## src/rtl/dense_weight_reader.sv

```systemverilog
// Dense-layer weight reader: buffers one activation vector, streams the weight ROM in address
// order and accumulates one signed dot product per output neuron.
module dense_weight_reader #(
    parameter int numInputs         = 169,
    parameter int numOutputs        = 3,
    parameter int addressWidthDense = 10,
    parameter int dataWidthDense    = 8,
    parameter int accWidth          = 24,
    parameter int offset_ent        = 1,
    localparam int OutIdxW          = (numOutputs > 1) ? $clog2(numOutputs) : 1
) (
    input  logic                         clk,
    input  logic                         rst,
    input  logic                         start,
    output logic                         busy,
    output logic                         done,
    input  logic                         act_valid,
    output logic                         act_ready,
    input  logic [dataWidthDense-1:0]    act_data,
    output logic                         mem_en,
    output logic [addressWidthDense-1:0] mem_addr,
    input  logic [dataWidthDense-1:0]    mem_rdata,
    output logic                         out_valid,
    output logic [OutIdxW-1:0]           out_index,
    output logic [accWidth-1:0]          out_data
);

    localparam int InIdxW = (numInputs > 1) ? $clog2(numInputs) : 1;
    localparam int TermW  = dataWidthDense + 2;
    localparam int ProdW  = dataWidthDense + TermW;

    localparam logic [InIdxW-1:0]            IN_LAST   = InIdxW'(numInputs - 1);
    localparam logic [addressWidthDense-1:0] ADDR_LAST = addressWidthDense'(numInputs * numOutputs - 1);
    localparam logic signed [TermW-1:0]      OFFSET    = TermW'(offset_ent);

    typedef enum logic [2:0] {
        S_IDLE,
        S_LOAD,
        S_COMPUTE,
        S_DRAIN,
        S_DONE
    } state_t;

    // Sequencer state
    state_t                       state_q;
    logic                         busy_q;
    logic                         done_q;
    logic                         act_ready_q;
    logic                         mem_en_q;
    logic                         drain_q;
    logic [addressWidthDense-1:0] mem_addr_q;
    logic [InIdxW-1:0]            in_idx_q;
    logic [OutIdxW-1:0]           neuron_q;

    logic                         beat;
    logic [dataWidthDense-1:0]    act_buf_q [numInputs];

    // Read-return pipeline: tags describing the word arriving on mem_rdata this cycle
    logic                         rd_valid_q;
    logic                         rd_first_q;
    logic                         rd_last_q;
    logic [InIdxW-1:0]            rd_idx_q;
    logic [OutIdxW-1:0]           rd_neuron_q;

    logic signed [TermW-1:0]      act_term;
    logic signed [ProdW-1:0]      product;
    logic [accWidth-1:0]          acc_d;
    logic [accWidth-1:0]          acc_q;

    logic                         out_valid_q;
    logic [OutIdxW-1:0]           out_index_q;
    logic [accWidth-1:0]          out_data_q;

    assign beat = act_valid && act_ready_q;

    // NOTE: reset here is synchronous, so it lives inside the clocked branch, not the sensitivity list.
    always_ff @(posedge clk) begin
        if (rst) begin
            state_q     <= S_IDLE;
            busy_q      <= 1'b0;
            done_q      <= 1'b0;
            act_ready_q <= 1'b0;
            mem_en_q    <= 1'b0;
            drain_q     <= 1'b0;
            mem_addr_q  <= '0;
            in_idx_q    <= '0;
            neuron_q    <= '0;
        end else begin
            done_q <= 1'b0;
            unique case (state_q)
                S_IDLE: begin
                    if (start) begin
                        state_q     <= S_LOAD;
                        busy_q      <= 1'b1;
                        act_ready_q <= 1'b1;
                        in_idx_q    <= '0;
                    end
                end
                S_LOAD: begin
                    if (beat) begin
                        if (in_idx_q == IN_LAST) begin
                            state_q     <= S_COMPUTE;
                            act_ready_q <= 1'b0;
                            mem_en_q    <= 1'b1;
                            mem_addr_q  <= '0;
                            in_idx_q    <= '0;
                            neuron_q    <= '0;
                        end else begin
                            in_idx_q <= in_idx_q + 1'b1;
                        end
                    end
                end
                S_COMPUTE: begin
                    if (mem_addr_q == ADDR_LAST) begin
                        state_q  <= S_DRAIN;
                        mem_en_q <= 1'b0;
                        drain_q  <= 1'b0;
                    end else begin
                        mem_addr_q <= mem_addr_q + 1'b1;
                        if (in_idx_q == IN_LAST) begin
                            in_idx_q <= '0;
                            neuron_q <= neuron_q + 1'b1;
                        end else begin
                            in_idx_q <= in_idx_q + 1'b1;
                        end
                    end
                end
                // Two cycles: one for the last ROM word to return, one for its sum to be published.
                S_DRAIN: begin
                    if (drain_q) begin
                        state_q <= S_DONE;
                        done_q  <= 1'b1;
                    end else begin
                        drain_q <= 1'b1;
                    end
                end
                S_DONE: begin
                    state_q <= S_IDLE;
                    busy_q  <= 1'b0;
                end
                default: begin
                    state_q <= S_IDLE;
                    busy_q  <= 1'b0;
                end
            endcase
        end
    end

    // NOTE: the activation buffer is plain storage with no reset; every entry is rewritten before use.
    always_ff @(posedge clk) begin
        if (state_q == S_LOAD && beat) begin
            act_buf_q[in_idx_q] <= act_data;
        end
    end

    always_comb begin
        act_term = $signed({2'b00, act_buf_q[rd_idx_q]}) + OFFSET;
        product  = $signed(mem_rdata) * act_term;
        acc_d    = rd_first_q ? accWidth'(product) : acc_q + accWidth'(product);
    end

    always_ff @(posedge clk) begin
        if (rst) begin
            rd_valid_q  <= 1'b0;
            rd_first_q  <= 1'b0;
            rd_last_q   <= 1'b0;
            rd_idx_q    <= '0;
            rd_neuron_q <= '0;
            acc_q       <= '0;
            out_valid_q <= 1'b0;
            out_index_q <= '0;
            out_data_q  <= '0;
        end else begin
            rd_valid_q  <= mem_en_q;
            rd_first_q  <= (in_idx_q == '0);
            rd_last_q   <= (in_idx_q == IN_LAST);
            rd_idx_q    <= in_idx_q;
            rd_neuron_q <= neuron_q;
            out_valid_q <= 1'b0;
            if (rd_valid_q) begin
                acc_q <= acc_d;
                if (rd_last_q) begin
                    out_valid_q <= 1'b1;
                    out_index_q <= rd_neuron_q;
                    out_data_q  <= acc_d;
                end
            end
        end
    end

    assign busy      = busy_q;
    assign done      = done_q;
    assign act_ready = act_ready_q;
    assign mem_en    = mem_en_q;
    assign mem_addr  = mem_addr_q;
    assign out_valid = out_valid_q;
    assign out_index = out_index_q;
    assign out_data  = out_data_q;

endmodule

```

## config.mk

```make
export PLATFORM = sky130hd
export DESIGN_NAME = dense_weight_reader
export DESIGN_NICKNAME = d
export VERILOG_FILES = /design/src/rtl/dense_weight_reader.sv
export SDC_FILE = /design/constraint.sdc
export NUM_CORES = 2
export LEC_CHECK = 0
export CORE_MARGIN = 1
export CORE_UTILIZATION = 35
export CTS_BUF_LIST = sky130_fd_sc_hd__clkbuf_4
export CTS_CLUSTER_DIAMETER = 200
export DETAILED_ROUTE_END_ITERATION = 12
export GPL_ROUTABILITY_DRIVEN = 0
export MAX_ROUTING_LAYER = met4
export PLACE_DENSITY = 0.52
export SYNTH_ARGS = -nofsm -noshare
export SYNTH_HDL_FRONTEND = slang
export SYNTH_SLANG_ARGS = --single-unit
```

## constraint.sdc

```tcl
create_clock -name clk -period 22.4 [get_ports clk]
set_input_delay 2.24 -clock clk [delete_from_list [all_inputs] [get_ports clk]]
set_output_delay 2.24 -clock clk [all_outputs]
set_load 0.05 [all_outputs]
```

# ---- Yosys cells after proc, flatten, opt, wreduce, memory -nomap -nowiden
# Memories as Yosys holds them, arrays and structs flattened. A register that Yosys moved wholly into a read port is not among the register bits.
# Index checks and enable logic that the tools add are counted.
dict set report classes {
  add_sub_neg 5
  n_mul 1
  eq_ne 12
  mux 36
  bitwise 3
  n_reduce_logical 20
}
# op count
set ops {}
lappend ops {{$mux W8} 5}
lappend ops {{$mux W10} 3}
lappend ops {{$add A24 B24 Y24} 1}
lappend ops {{$mux W24} 1}
lappend ops {{$pmux W8 S3} 1}
lappend ops {{$pmux W10 S2} 1}
lappend ops {{$mul A8 B10 Y18} 1}
lappend ops {{$reduce_and A4 Y1} 4}
lappend ops {{$mux W3} 5}
lappend ops {{$ne A2 B2 Y1 const B} 7}
lappend ops {{$pmux W3 S4} 1}
lappend ops {{$add A10 B1 Y10 const B} 1}
lappend ops {{$eq A10 B9 Y1 const B} 1}
lappend ops {{$mux W1} 10}
lappend ops {{$reduce_and A5 Y1} 2}
lappend ops {{$add A8 B1 Y9 const B} 1}
lappend ops {{$add A8 B1 Y8 const B} 1}
lappend ops {{$eq A8 B8 Y1 const B} 1}
lappend ops {{$logic_not A8 Y1} 1}
lappend ops {{$mux W2} 4}
lappend ops {{$pmux W1 S2} 4}
lappend ops {{$eq A3 B2 Y1 const B} 2}
lappend ops {{$reduce_and A2 Y1} 3}
lappend ops {{$reduce_bool A2 Y1} 3}
lappend ops {{9 further kinds} 13}
dict set report word_totals {
  regBits 84
  mem_bits_rw 1352
  in_bits 20
  output_inout_bits 41
  elab_cells 95
  n_memories 1
}
# name words word_bits read_ports rd_ports_with_merged_regs wr line_no
set mem_list {}
lappend mem_list {act_buf_q 169 8 1 1 1 56} ;# logic [dataWidthDense-1:0] act_buf_q [numInputs];

# ---- Longest topological paths before layout
dict set report logic_depth {
  ltp_word 4
  depth_mapped 47
  mapped_depth_nobuf 41
}

# ---- Worst setup path after synthesis
# No wires, ideal clock.
dict set report synth_path {
  path_kind {flip-flop to flip-flop}
  start {register with a tool-made name}
  end {register out_data_q[23], in the netlist out_data[23]}
  setup_time_ps 122
  t_arrival_ps 9414
  required_ps 22278
  slack_ps 12864
  path_stages_with_launch 37
  path_buffers 3
  period_less_slack_ps 9536
  cell_sequence {dfxtp_1 buf_6 buf_6 buf_2 mux4_2 mux4_2 a32oi_1 o2111ai_1 a311oi_4 inv_1 ha_1 and3_1 xnor2_1 nand2b_1 fa_1 fa_1 inv_1 fa_1 inv_1 fa_1 inv_1 ha_1 o21ai_0 o21ai_0 a31oi_1 o211ai_1 a2111oi_0 nor3_1 ha_1 a211oi_1 o21ai_0 a21oi_1 o31ai_1 a31oi_1 xor2_1 nor2_1 a311o_1}
}
# element line_no
set synth_lines {}
lappend synth_lines {{end signal: assignment} 172} ;# out_data_q <= '0;
lappend synth_lines {{end signal: assignment} 185} ;# out_data_q <= acc_d;
lappend synth_lines {{end: declaration} 72} ;# logic [accWidth-1:0] out_data_q;

==> metrics <==
status finished, final reports clean; Crit Path Max Fanout 40; Placed Area 63,200 sq um; Worst setup EP type register; Internal 4.34 mW; clk slew on worst S/H paths 0.06 ns; VDD IR max 0.0465 mV; power share of the sequential group 51.6%; skew final 0.168 ns; RSZ-0062 raised after global routing false; critical path launch point type register; Fmax 79.0 MHz; hpwl dp 94,500 um; initial drt markers 2,729; routed vias 31,900; first-pass GRT wire length 227,000 um; Root Driver clkbuf_4; hold slack 0.446 ns; placed insts 5,411; fin crit period 12.66 ns; GRT overflow 0; area taken by multi-input logic gates 16,300 sq um; Starting Density 35.3%; total track usage 18.5%; Power Dens Cells 84.0 nW/um^2; Post-synth top cells edfxtp_1, mux4_2, nor2_1; vias in the first global route 32,600; Synth Instances 3,210; CORE AREA 170,000 sq um; EDFF count, synth 1,352; Main synth FF type edfxtp_1; final wirelength 154,000 um; antenna violations before repair 4; Clock power frac 40.1%; Mapped Area 60,000 sq um; pins over their slew limit 0; most common cell in the synthesized netlist edfxtp_1; storage element area 42,500 sq um; Die W 416 um; largest net degree at the start of global routing 115; # clock sinks 1,444; post-synth top area share 67.7%; Avg Cell Area, Syn 18.7 sq um; Area contributors post-synth edfxtp_1, mux4_2, dfxtp_1, nor2_1, ha_1; post-CTS sizing 0; CTS Buf Count 393; cell taking the most area after synthesis edfxtp_1; Synth Warn # 0; CP Data Arrival Time 13.77 ns; most frequent CP cell fa_1; Final Setup Violations 0; sw frac 23.9%; DIE HEIGHT 416 um; hold crit path type register to register; Layout Cells excl Fill 6,076; NumNets Final 3,729; Pre-Repair DR Iteration Count 5; Fill cells 15,400; ANT nets after route 0; worst-margin pin slew 1.27 ns; final period utilization 56.5%; clk buf depth 4; Rows 151; Comb pwr share 8.3%; max-cap check violation count 0; share of the yosys chip area belonging to registers 70.7%; flop2flop setup slack 9.74 ns; Total Power 5.71 mW; Layout Area Growth over Synthesis 13.2%; Ports 61; CTS tree yes; Unique masters post-synth 74; WP data required 23.51 ns; H-tree levels 5; Worst-Skew Late Latency 1.39 ns; share of layout cells above drive strength 1 28.7%; setup_tns 0 ns; final instance area 68,000 sq um; Post-CTS Hold Buffers 0; slew margin rel. 15.1%; Port Buffers 60; via/cell ratio 5.24; Setup Buffers After CTS 0; residual DRC count 0; switching pwr 1.37 mW; critical path class register to register; Worst path max stage delay 0.82 ns; Post-Syn Nets 3,351; Synth Register Bits 1,444; Async S/R FF share, synth 0%; final hold violation count 0; die area 173,000 sq um; WL/cell 25.4 um; slowest stage cell, crit path nor3_2; leakage power 21.5 nW
[cells by family (layout without fill, tap and decap cells)]
logic type / count (synthesis) / count (layout) / share of synthesized area (%)
adders and majority gates: 121 / 121 / 3.07
and+or+nand+nor: 622 / 622 / 4.79
muxes: 457 / 457 / 15.5
buffers and inverters: 248 / 887 / 2.08
xor gates and xnor gates: 51 / 51 / 0.782
other: 0 / 9 / 0
DFF: 1444 / 1444 / 70.7
AOI/OAI and AO/OA: 267 / 267 / 3.08
[power groups by stage]
stage | sequential [mW] | combinational, mW | clock [mW]
6_report | 2.95 | 0.472 | 2.29
5_1_grt | 2.95 | 0.531 | 2.49
4_1_cts | 2.95 | 0.480 | 2.36
3_5_place_dp | 3.01 | 0.477 | 0
3_3_place_gp | 3.01 | 0.477 | 0
2_1_floorplan | 3.01 | 0.339 | 0
[critical path: cells and delay by family, from the launching register on]
kind | cells | cell delay (ns)
flip-flops | 1 | 0.58
multiplexers | 2 | 1.05
buffers and inverters | 6 | 2.23
AO/OA/AOI/OAI | 13 | 3.12
XOR/XNOR | 1 | 0.60
adder cells (fa/ha/maj) | 6 | 2.69
AND/OR/NAND/NOR | 6 | 2.04
[layout make-up]
class | instances | share of cell area (%)
well taps | 2218 | 4.08
diodes | 9 | 0.0331
clock buffers | 570 | 6.30
multi-input cells | 1518 | 24.0
clock inverters | 86 | 0.700
repair buffers | 146 | 1.88
inverters | 85 | 0.470
flip-flops and latches | 1444 | 62.5
[stage by stage]
step	util (%)	setup WS, ns
2_1_floorplan	-	12.86
3_3_place_gp	37.2	9.82
3_5_place_dp	37.2	9.71
4_1_cts	40.0	9.67
5_1_grt	40.0	8.94
6_report	40.0	9.74
[state kept, by name, summed over array words and instances, names as in the netlist, 3 cells and up, named ones only]
signal / flops
acc_q: 24
act_buf_q: 1352
in_idx_q: 8
mem_addr: 10
out_data: 24
state_q: 3
[worst paths after layout]
check | startpoint | endpoint | depth (start not counted)
max | register | acc_q[23] | 34
min | rd_neuron_q[0] | out_index[0] | 2
max reg2reg | register | acc_q[23] | 34
min reg2reg | rd_neuron_q[0] | out_index[0] | 2
[layout by cell type, fill, tap and decap left out, drive strengths merged, types with 9 or more instances in the layout]
cell type,synthesis,routed
edfxtp,1352,1352
clkbuf,61,570
mux4,375,375
nor2,262,262
nand2,115,115
buf,102,95
dfxtp,92,92
inv,83,91
ha,77,77
clkinv,2,75
mux2i,69,69
a211oi,57,57
nor3,55,55
clkdlybuf4s50,0,51
and2,49,49
a21oi,45,45
fa,44,44
nand3,41,41
nor2b,40,40
o21ai,38,38
xnor2,31,31
xor2,20,20
o211ai,16,16
a21o,16,16
nand2b,15,15
mux2,13,13
a31oi,13,13
o22ai,12,12
a22oi,11,11
diode,0,9
a22o,9,9
[per-layer routing]
metal	GRT usage, %	vias up	wire length (um)
li1	-	13900	-
met1	25.1	16600	68300
met2	27.9	1080	73100
met3	3.69	259	9360
met4	5.81	0	3560
met5	-	-	0
Note: power is estimated with default switching activity, not from simulation.
